### src/rtl/btb_update_ctrl_if.sv
// Resolve-side handshake, BTB write port, direction query and flush signals of btb_update_ctrl.
// The slave modport is the controller; the master modport is the pipeline / BTB side.
interface btb_update_ctrl_if #(
   parameter int IDX_W = 6
);
   logic             res_valid;
   logic             res_ready;
   logic [31:0]      res_pc;
   logic             res_taken;
   logic [31:0]      res_target;
   logic             res_pred_taken;
   logic [31:0]      res_pred_target;
   logic             fetch_busy;
   logic             btb_write;
   logic [IDX_W-1:0] btb_index;
   logic [31:0]      btb_target;
   logic [IDX_W-1:0] q_index;
   logic             q_taken;
   logic             mispredict;
   logic [31:0]      redirect_pc;
   logic [15:0]      mispredict_cnt;

   modport slave (
      input  res_valid, res_pc, res_taken, res_target, res_pred_taken, res_pred_target,
      input  fetch_busy, q_index,
      output res_ready, btb_write, btb_index, btb_target, q_taken,
      output mispredict, redirect_pc, mispredict_cnt
   );

   modport master (
      output res_valid, res_pc, res_taken, res_target, res_pred_taken, res_pred_target,
      output fetch_busy, q_index,
      input  res_ready, btb_write, btb_index, btb_target, q_taken,
      input  mispredict, redirect_pc, mispredict_cnt
   );
endinterface

### src/rtl/btb_update_ctrl.sv
// Branch-resolution update controller: direction counters, mispredict flush, and a small
// FIFO of pending BTB writes drained whenever fetch leaves the BTB port free.
//
//   state   | meaning
//   --------+---------------------------------------------------------------
//   S_IDLE  | no write in flight; waits for a queued entry and a free BTB port
//   S_WRITE | head entry presented; strobes btb_write on a cycle fetch is idle
module btb_update_ctrl #(
   parameter int FIFO_DEPTH = 4,
   parameter int IDX_W      = 6
) (
   input logic              clk,
   input logic              reset,
   btb_update_ctrl_if.slave bus
);
   localparam int PTR_W = $clog2(FIFO_DEPTH);
   localparam int N_CTR = 1 << IDX_W;

   typedef enum logic {S_IDLE, S_WRITE} state_t;

   state_t           state_q, state_d;
   logic [PTR_W:0]   wr_ptr_q, wr_ptr_d;
   logic [PTR_W:0]   rd_ptr_q, rd_ptr_d;
   logic [IDX_W-1:0] fifo_idx_q [FIFO_DEPTH];
   logic [IDX_W-1:0] fifo_idx_d [FIFO_DEPTH];
   logic [31:0]      fifo_tgt_q [FIFO_DEPTH];
   logic [31:0]      fifo_tgt_d [FIFO_DEPTH];
   logic [1:0]       ctr_q [N_CTR];
   logic [1:0]       ctr_d [N_CTR];
   logic             run_q, run_d;
   logic             mispredict_q, mispredict_d;
   logic [31:0]      redirect_q, redirect_d;
   logic [15:0]      mp_cnt_q, mp_cnt_d;

   logic             fifo_full, fifo_empty;
   logic             accept, flag_mp, do_enq, do_pop;
   logic [IDX_W-1:0] res_idx;
   logic             tgt_differs;
   logic [1:0]       ctr_cur;

   // Extra pointer bit separates full (MSBs differ) from empty (pointers equal).
   assign fifo_full  = (wr_ptr_q[PTR_W] != rd_ptr_q[PTR_W]) &&
                       (wr_ptr_q[PTR_W-1:0] == rd_ptr_q[PTR_W-1:0]);
   assign fifo_empty = (wr_ptr_q == rd_ptr_q);

   assign bus.res_ready = run_q & ~fifo_full;
   assign accept        = bus.res_valid & bus.res_ready;
   assign res_idx       = bus.res_pc[IDX_W+1:2];
   assign tgt_differs   = (bus.res_target != bus.res_pred_target);
   assign flag_mp       = accept & ((bus.res_taken != bus.res_pred_taken) |
                                    (bus.res_taken & bus.res_pred_taken & tgt_differs));
   assign do_enq        = accept & bus.res_taken & (~bus.res_pred_taken | tgt_differs);
   assign ctr_cur       = ctr_q[res_idx];

   // Strobe is gated by fetch_busy so a late fetch lookup simply postpones the write.
   assign bus.btb_write  = (state_q == S_WRITE) & ~bus.fetch_busy;
   assign do_pop         = bus.btb_write;
   assign bus.btb_index  = fifo_idx_q[rd_ptr_q[PTR_W-1:0]];
   assign bus.btb_target = fifo_tgt_q[rd_ptr_q[PTR_W-1:0]];

   assign bus.q_taken        = ctr_q[bus.q_index][1];
   assign bus.mispredict     = mispredict_q;
   assign bus.redirect_pc    = redirect_q;
   assign bus.mispredict_cnt = mp_cnt_q;

   always_comb begin
      state_d = state_q;
      case (state_q)
         S_IDLE:  if (!fifo_empty && !bus.fetch_busy) state_d = S_WRITE;
         S_WRITE: if (!bus.fetch_busy)                state_d = S_IDLE;
         default: state_d = S_IDLE;
      endcase
   end

   always_comb begin
      wr_ptr_d   = wr_ptr_q;
      rd_ptr_d   = rd_ptr_q;
      fifo_idx_d = fifo_idx_q;
      fifo_tgt_d = fifo_tgt_q;
      if (do_enq) begin
         fifo_idx_d[wr_ptr_q[PTR_W-1:0]] = res_idx;
         fifo_tgt_d[wr_ptr_q[PTR_W-1:0]] = bus.res_target;
         wr_ptr_d                        = wr_ptr_q + 1'b1;
      end
      if (do_pop) begin
         rd_ptr_d = rd_ptr_q + 1'b1;
      end
   end

   always_comb begin
      ctr_d = ctr_q;
      if (accept) begin
         if (bus.res_taken && ctr_cur != 2'b11) begin
            ctr_d[res_idx] = ctr_cur + 2'b01;
         end else if (!bus.res_taken && ctr_cur != 2'b00) begin
            ctr_d[res_idx] = ctr_cur - 2'b01;
         end
      end
   end

   always_comb begin
      run_d        = 1'b1;
      mispredict_d = flag_mp;
      redirect_d   = redirect_q;
      mp_cnt_d     = mp_cnt_q;
      if (flag_mp) begin
         redirect_d = bus.res_taken ? bus.res_target : (bus.res_pc + 32'd4);
         if (mp_cnt_q != 16'hFFFF) begin
            mp_cnt_d = mp_cnt_q + 16'd1;
         end
      end
   end

   always_ff @(posedge clk or negedge reset) begin
      if (!reset) begin
         state_q      <= S_IDLE;
         wr_ptr_q     <= '0;
         rd_ptr_q     <= '0;
         run_q        <= 1'b0;
         mispredict_q <= 1'b0;
         redirect_q   <= '0;
         mp_cnt_q     <= '0;
         for (int i = 0; i < FIFO_DEPTH; i++) begin
            fifo_idx_q[i] <= '0;
            fifo_tgt_q[i] <= '0;
         end
         for (int i = 0; i < N_CTR; i++) begin
            ctr_q[i] <= 2'b01;
         end
      end else begin
         state_q      <= state_d;
         wr_ptr_q     <= wr_ptr_d;
         rd_ptr_q     <= rd_ptr_d;
         run_q        <= run_d;
         mispredict_q <= mispredict_d;
         redirect_q   <= redirect_d;
         mp_cnt_q     <= mp_cnt_d;
         fifo_idx_q   <= fifo_idx_d;
         fifo_tgt_q   <= fifo_tgt_d;
         ctr_q        <= ctr_d;
      end
   end
endmodule

### src/flat_wrapper.sv
// flat-port wrapper written by rule: the top's interface ports become plain ports
module btb_update_ctrl_flat 
#(
   parameter int FIFO_DEPTH = 4,
   parameter int IDX_W      = 6
)
  (clk, reset, bus_res_valid, bus_res_pc, bus_res_taken, bus_res_target, bus_res_pred_taken, bus_res_pred_target, bus_fetch_busy, bus_q_index, bus_res_ready, bus_btb_write, bus_btb_index, bus_btb_target, bus_q_taken, bus_mispredict, bus_redirect_pc, bus_mispredict_cnt);
  btb_update_ctrl_if #(.IDX_W(IDX_W)) bus_i ();
  input logic clk;
  input logic reset;
  input wire logic [$bits(bus_i.res_valid)-1:0] bus_res_valid;
  input wire logic [$bits(bus_i.res_pc)-1:0] bus_res_pc;
  input wire logic [$bits(bus_i.res_taken)-1:0] bus_res_taken;
  input wire logic [$bits(bus_i.res_target)-1:0] bus_res_target;
  input wire logic [$bits(bus_i.res_pred_taken)-1:0] bus_res_pred_taken;
  input wire logic [$bits(bus_i.res_pred_target)-1:0] bus_res_pred_target;
  input wire logic [$bits(bus_i.fetch_busy)-1:0] bus_fetch_busy;
  input wire logic [$bits(bus_i.q_index)-1:0] bus_q_index;
  output wire logic [$bits(bus_i.res_ready)-1:0] bus_res_ready;
  output wire logic [$bits(bus_i.btb_write)-1:0] bus_btb_write;
  output wire logic [$bits(bus_i.btb_index)-1:0] bus_btb_index;
  output wire logic [$bits(bus_i.btb_target)-1:0] bus_btb_target;
  output wire logic [$bits(bus_i.q_taken)-1:0] bus_q_taken;
  output wire logic [$bits(bus_i.mispredict)-1:0] bus_mispredict;
  output wire logic [$bits(bus_i.redirect_pc)-1:0] bus_redirect_pc;
  output wire logic [$bits(bus_i.mispredict_cnt)-1:0] bus_mispredict_cnt;
  assign bus_i.res_valid = bus_res_valid;
  assign bus_i.res_pc = bus_res_pc;
  assign bus_i.res_taken = bus_res_taken;
  assign bus_i.res_target = bus_res_target;
  assign bus_i.res_pred_taken = bus_res_pred_taken;
  assign bus_i.res_pred_target = bus_res_pred_target;
  assign bus_i.fetch_busy = bus_fetch_busy;
  assign bus_i.q_index = bus_q_index;
  assign bus_res_ready = bus_i.res_ready;
  assign bus_btb_write = bus_i.btb_write;
  assign bus_btb_index = bus_i.btb_index;
  assign bus_btb_target = bus_i.btb_target;
  assign bus_q_taken = bus_i.q_taken;
  assign bus_mispredict = bus_i.mispredict;
  assign bus_redirect_pc = bus_i.redirect_pc;
  assign bus_mispredict_cnt = bus_i.mispredict_cnt;
  btb_update_ctrl #(.FIFO_DEPTH(FIFO_DEPTH), .IDX_W(IDX_W)) u_core (.clk(clk), .reset(reset), .bus(bus_i));
endmodule
### config.mk
export PLATFORM = sky130hd
export DESIGN_NAME = btb_update_ctrl_flat
export DESIGN_NICKNAME = d
export VERILOG_FILES = /design/src/rtl/btb_update_ctrl_if.sv /design/src/rtl/btb_update_ctrl.sv /design/src/flat_wrapper.sv
export SDC_FILE = /design/constraint.sdc
export NUM_CORES = 1
export LEC_CHECK = 0
export ABC_CLOCK_PERIOD_IN_PS = 4000
export CORE_AREA = 2 2 187 189
export CTS_CLUSTER_SIZE = 25
export DETAILED_ROUTE_END_ITERATION = 7
export DIE_AREA = 0 0 189 191
export PLACE_DENSITY = 0.76
export SYNTH_ARGS = -nofsm -noshare
export SYNTH_HDL_FRONTEND = slang
export SYNTH_SLANG_ARGS = --single-unit
export TNS_END_PERCENT = 30
### constraint.sdc
create_clock -name clk -period 4 [get_ports clk]
set_input_delay 0.8 -clock clk [delete_from_list [all_inputs] [get_ports clk]]
set_output_delay 0.8 -clock clk [all_outputs]
set_load 0.03 [all_outputs]
After elaboration in Yosys (flattened, before gate mapping)
Cells that the tools add are included.
- flip-flop bits (word level): 337
- input port bits: 108
- output and inout bits: 90
- logic and storage cells: 157
- bitwise logic cells: 18
- order comparisons: 6
- equality and inequality tests: 7
- muxes and demuxes: 28
- reductions and logical operators: 13
- add/subtract/negate cells: 6
- operators by type and width (cell ; count):
    128-bit bitwise mux ; 3
    128-bit two-way mux ; 2
    32-bit two-way mux ; 4
    32-bit binary-select mux with 2-bit select ; 1
    32-bit demux with 2-bit select ; 1
    32-bit by 3-bit adder with 32-bit output (second input constant) ; 1
    32-bit inequality test ; 1
    2-bit binary-select mux with 6-bit select ; 2
    24-bit bitwise mux ; 1
    6-bit two-way mux ; 3
    16-bit by 1-bit adder with 16-bit output (second input constant) ; 1
    16-bit inequality test (second input constant) ; 1
    7-bit greater-or-equal comparator (second input constant) ; 2
    6-bit inverter with 7-bit output ; 2
    6-bit binary-select mux with 2-bit select ; 1
    2-bit demux with 6-bit select ; 1
    6-bit demux with 2-bit select ; 1
    2-bit two-way mux ; 5
    1-bit bitwise AND ; 8
    7-bit by 1-bit less-than comparator with 1-bit output (second input constant) ; 1
    3-bit by 1-bit adder with 3-bit output (second input constant) ; 2
    3-bit greater-or-equal comparator (second input constant) ; 2
    1-bit logical AND ; 6
    2-bit inverter with 3-bit output ; 2
    other kinds (14) ; 24

Longest topological paths before layout
- word-level depth: 8
- depth in mapped cells: 19
- gate-level depth less buffers: 13

Worst setup path after synthesis
No wires, ideal clock.
- path type: input port to flip-flop
- start: in bus_res_pc[3]
- end: reg u_core.ctr_q[123] (netlist bit)
- stages: 16
- setup slack: -0.440 ns
- required time: 3.875 ns
- arrival: 4.315 ns
- path buffers: 6
- library setup time: 0.125 ns
- cells stage by stage: buf_2 buf_2 buf_4 buf_2 mux4_2 nand2_1 a21oi_1 or4_1 ha_1 nor2b_1 o21bai_1 and2_1 clkbuf_1 clkbuf_1 nand3_1 mux2_2
- longest elaborated chain between the ends: 8
- elaborated cells on any way between the ends: 21
- classes of those cells: add/sub (2); order compare (2); eq/ne (1); mux (9); bitwise (1); reduce/logical (6)
- RTL lines (item ; RTL line ; RTL):
    start: declaration ; flat_wrapper.sv:12 ; input wire logic [$bits(bus_i.res_pc)-1:0] bus_res_pc;
    6-bit inverter with 7-bit output (not written as such) (*) ; btb_update_ctrl.sv:53, btb_update_ctrl.sv:94, btb_update_ctrl.sv:96 ;
    2-bit binary-select mux with 6-bit select, or another cell as far along ; btb_update_ctrl.sv:53 ; assign ctr_cur = ctr_q[res_idx];
    2-bit two-way mux (not written as such) or 1-bit logical AND (tied branches) ; btb_update_ctrl.sv:53, btb_update_ctrl.sv:94, btb_update_ctrl.sv:96 ;
    2-bit two-way mux (on tied branches) ; btb_update_ctrl.sv:53, btb_update_ctrl.sv:94, btb_update_ctrl.sv:96 ;
    2-bit by 1-bit subtractor with 2-bit output, or another cell as far along ; btb_update_ctrl.sv:96 ; ctr_d[res_idx] = ctr_cur - 2'b01;
    128-bit bitwise mux, or another cell as far along ; btb_update_ctrl.sv:96 ;
    128-bit two-way mux or 2-bit nonzero test (tied branches) ; -- ;
    128-bit two-way mux or 2-bit AND reduction (tied branches) ; -- ;
    end signal: assignment ; btb_update_ctrl.sv:140 ; ctr_q <= ctr_d;
    end: declaration ; btb_update_ctrl.sv:28 ; logic [1:0] ctr_q [N_CTR];
Mark *: on every way between the ends. The rest lies on a longest branch, timed or not. The select of a mux whose other input is x is not followed.
A chain may end at the register's enable or synchronous reset.

Worst setup path after layout
- start: in bus_res_pc[3]
- end: reg u_core.ctr_q[41] (netlist bit)
The elaborated chain is that of the path after synthesis.

==> impl_results.md <==
- Result of the run: complete, no violations
- Buffer cell driving the clock tree root: clkbuf_16
- Share of layout cells above drive strength 1: 0.405
- Final-report hold violation count: 0
- Static leakage: 9.38 nW
- Library cell occupying the most area in the post-synthesis netlist: dfrtp_1
- Die span in x: 189 µm
- Fill cell count: 2530
- Fin worst setup slack: 131 ps
- Vertical extent of the die: 191 µm
- Number of flops mapped to enable cells by yosys: 0
- Top library cells by usage in the layout, fill and taps aside: mux2_2, dfrtp_1, clkdlybuf4s50_1
- Average routed wire per standard cell: 23.0 µm
- Most common flop cell mapped by yosys: dfrtp_1
- 1st-iter DRT viols: 856
- Number of optimization iterations in the first detailed-route pass: 5
- Syn_nets: 1448
- Final critical-path required period: 3870 ps
- Areal power density over the cells: 658 mW/mm²
- Pre-CTS WS: -364 ps
- Die outline area: 0.0361 mm²
- Number of DRC violations after detailed routing: 0
- First-pass GRT wire length: 75200 µm
- Area grow syn2layout: 27.7%
- Synthesized instance count: 1330
- Buffer count from post-CTS setup fixing: 0
- Area of the core: 0.0341 mm²
- Number of CTS-inserted buffers: 37
- Via count: 12320
- Ranking of synthesized cells by area: dfrtp_1, mux2_2, dfstp_2
- Overflow left after global routing: 0
- Antenna diode instance count: 0
- Overall power of the completed layout: 14.4 mW
- Endpoint class of the critical path: flip-flop
- I/O pin count: 198
- Unrepaired setup endpoints after global routing: no
- Buffer depth of the longest clock path: 3
- CTS sink cnt: 337
- Slew Limit Headroom: 0.397
- Post-Layout Inst Area: 0.0219 mm²
- CP startpoint kind: primary input
- Total placed instance area: 0.0206 mm²
- Clock tree from TritonCTS: yes
- Combined global-route utilization of all metal layers: 0.271
- Initial antenna violation count: 0
- Vias per Instance: 5.85
- Critical path peak fanout: 14
- Maximum clock skew at final layout: 12.7 ps
- Total Neg Setup Slack: 0 ps
- Routability congestion estimate: 0.993
- Count of hold buffers inserted by post-cts repair: 0
- Max Transition Viols Final: 0
- Clock-pin slew on the worst setup and hold paths: 60 ps
- Average cell area after synthesis: 12.9 µm²
- Cell breakdown of the critical path: buf_2 > buf_4 > mux4_2 > nand2_1 > a211o_1 > a32oi_1 > or4_1 > ha_1 > nor2b_1 > o21bai_4 > buf_4 > and3_1 > nand2_1 > mux2_2
- Post-DRT Antenna Nets: 0
- Nets: 1742
- Number of distinct library cells after synthesis: 57
- Arrival @ worst endpoint: 4270 ps
- Async set or reset register ratio after synthesis: 1.00
- Vias in the first global route: 12928
- Maximum Capacitance Violations: 0
- Critical Path Slowest Stage Cell: or4_1
- Number of H-tree branching levels: 2
- Dpl hpwl: 35100 µm
- Worst Hold Margin: 367 ps
- Crit path largest cell delay: 570 ps
- Post-synthesis register bit count: 337
- Share of the clock period used by the worst path: 0.967
- Worst IR Drop VDD: 0.535 mV
- Most frequent standard cell in the layout excluding fill and tap cells: mux2_2
- Final setup violation count: 0
- Post-Route Utilization: 0.641
- Cell total after placement: 2040
- Worst skew pair latency: 530 ps
- Total of warnings raised by yosys: 0
- Final instance count without filler cells: 2107
- Synth Cell Area: 0.0171 mm²
- Worst hold-check path type: primary input to asynchronous set/reset pin
- Share of the synthesized area in the top cell type: 0.399
- Largest net degree at the start of global routing: 118
- Sequential element share of the synthesized area: 0.497
- Slew @ Worst Pin: 905 ps
- Type of the setup path with the least slack: primary input to flip-flop
- Row cnt: 68
- Initial standard-cell utilization of the core: 0.502
- Count of input and output buffers: 197
- Wire length reported by the detailed router: 48500 µm
- CP required: 4400 ps
- Max Clock Freq: 258 MHz
cell type report:
class                           instances  area, µm²  area share
Multi-Input combinational cell        894       8260       0.377
Tap cell                              455        569      0.0260
Timing Repair Buffer                  339       3250       0.148
Sequential cell                       337       8520       0.389
Clock buffer                           56       1090      0.0497
Inverter                               15       56.3     0.00257
Clock inverter                         11        144     0.00658
logic make-up (layout without fill, tap and decap cells):
| logic type | after synthesis | count (layout) | share of synthesized area |
|---|---|---|---|
| compound gates | 114 | 114 | 0.0446 |
| xor+xnor | 82 | 82 | 0.0419 |
| fa+ha+maj | 10 | 10 | 0.00731 |
| buf+inv | 99 | 421 | 0.0250 |
| flops | 337 | 337 | 0.497 |
| mux | 388 | 388 | 0.298 |
| other cells | 1 | 1 | 0.000219 |
| simple gates | 299 | 299 | 0.0858 |
synthesized netlist by cell type (3+ instances only):
cell type	n
or3_1	3
and2_1	11
nand3_1	46
buf_2	24
a211oi_1	3
a221oi_1	17
nand3b_1	3
nor4_1	9
o21ai_1	14
o21ai_0	33
nor3_1	13
and4_1	5
a31oi_1	5
o22ai_1	3
ha_1	10
o21ai_2	6
and3_1	17
nor2b_1	9
dfrtp_1	273
inv_1	13
buf_6	3
buf_1	6
mux4_2	67
clkbuf_1	50
nor3b_1	8
xor2_1	33
mux2_2	302
nand2_1	123
a21oi_1	9
dfstp_2	64
nand4_1	18
mux2i_1	18
nor2_1	26
a22oi_1	5
xnor2_1	49
a221o_1	5
timing repair:
action,in CTS,in global routing
endpoints found under the setup margin,0,1
resized for setup,0,1
endpoints found under the hold margin,0,0
path summary, 6_finish.rpt:
path,start,end,slack (ps),cells after the start
worst min-delay path,reset,u_core.fifo_tgt_q[87],370,1
worst min register to register,flip-flop,flip-flop,460,2
min in group clk,flip-flop,flip-flop,460,2
max in group asynchronous,reset,asynchronous set/reset pin,2580,2
worst max register to register,flip-flop,u_core.ctr_q[111],360,14
worst max-delay path,bus_res_pc[3],u_core.ctr_q[41],130,14
worst max-delay path, delay by kind of cell:
kind,cells,cell delay (ps)
mux,2,810
buf+inv,3,740
compound gates,3,410
fa+ha+maj,1,200
simple gates,5,1290
where the power goes:
part           internal, mW  switching (mW)
clock network          2.08            1.37
registers              4.61           0.744
logic                  2.85            2.74
total                  9.53            4.85
routing by layer:
layer / share of wire / wire, µm / track usage
met1: 0.41 / 19700 / 0.348
met5: 0 / 0 / 0
met4: 0.037 / 1770 / 0.0989
met3: 0.073 / 3550 / 0.0540
met2: 0.48 / 23500 / 0.456
No activity file was read; power rests on OpenSTA's default activity.
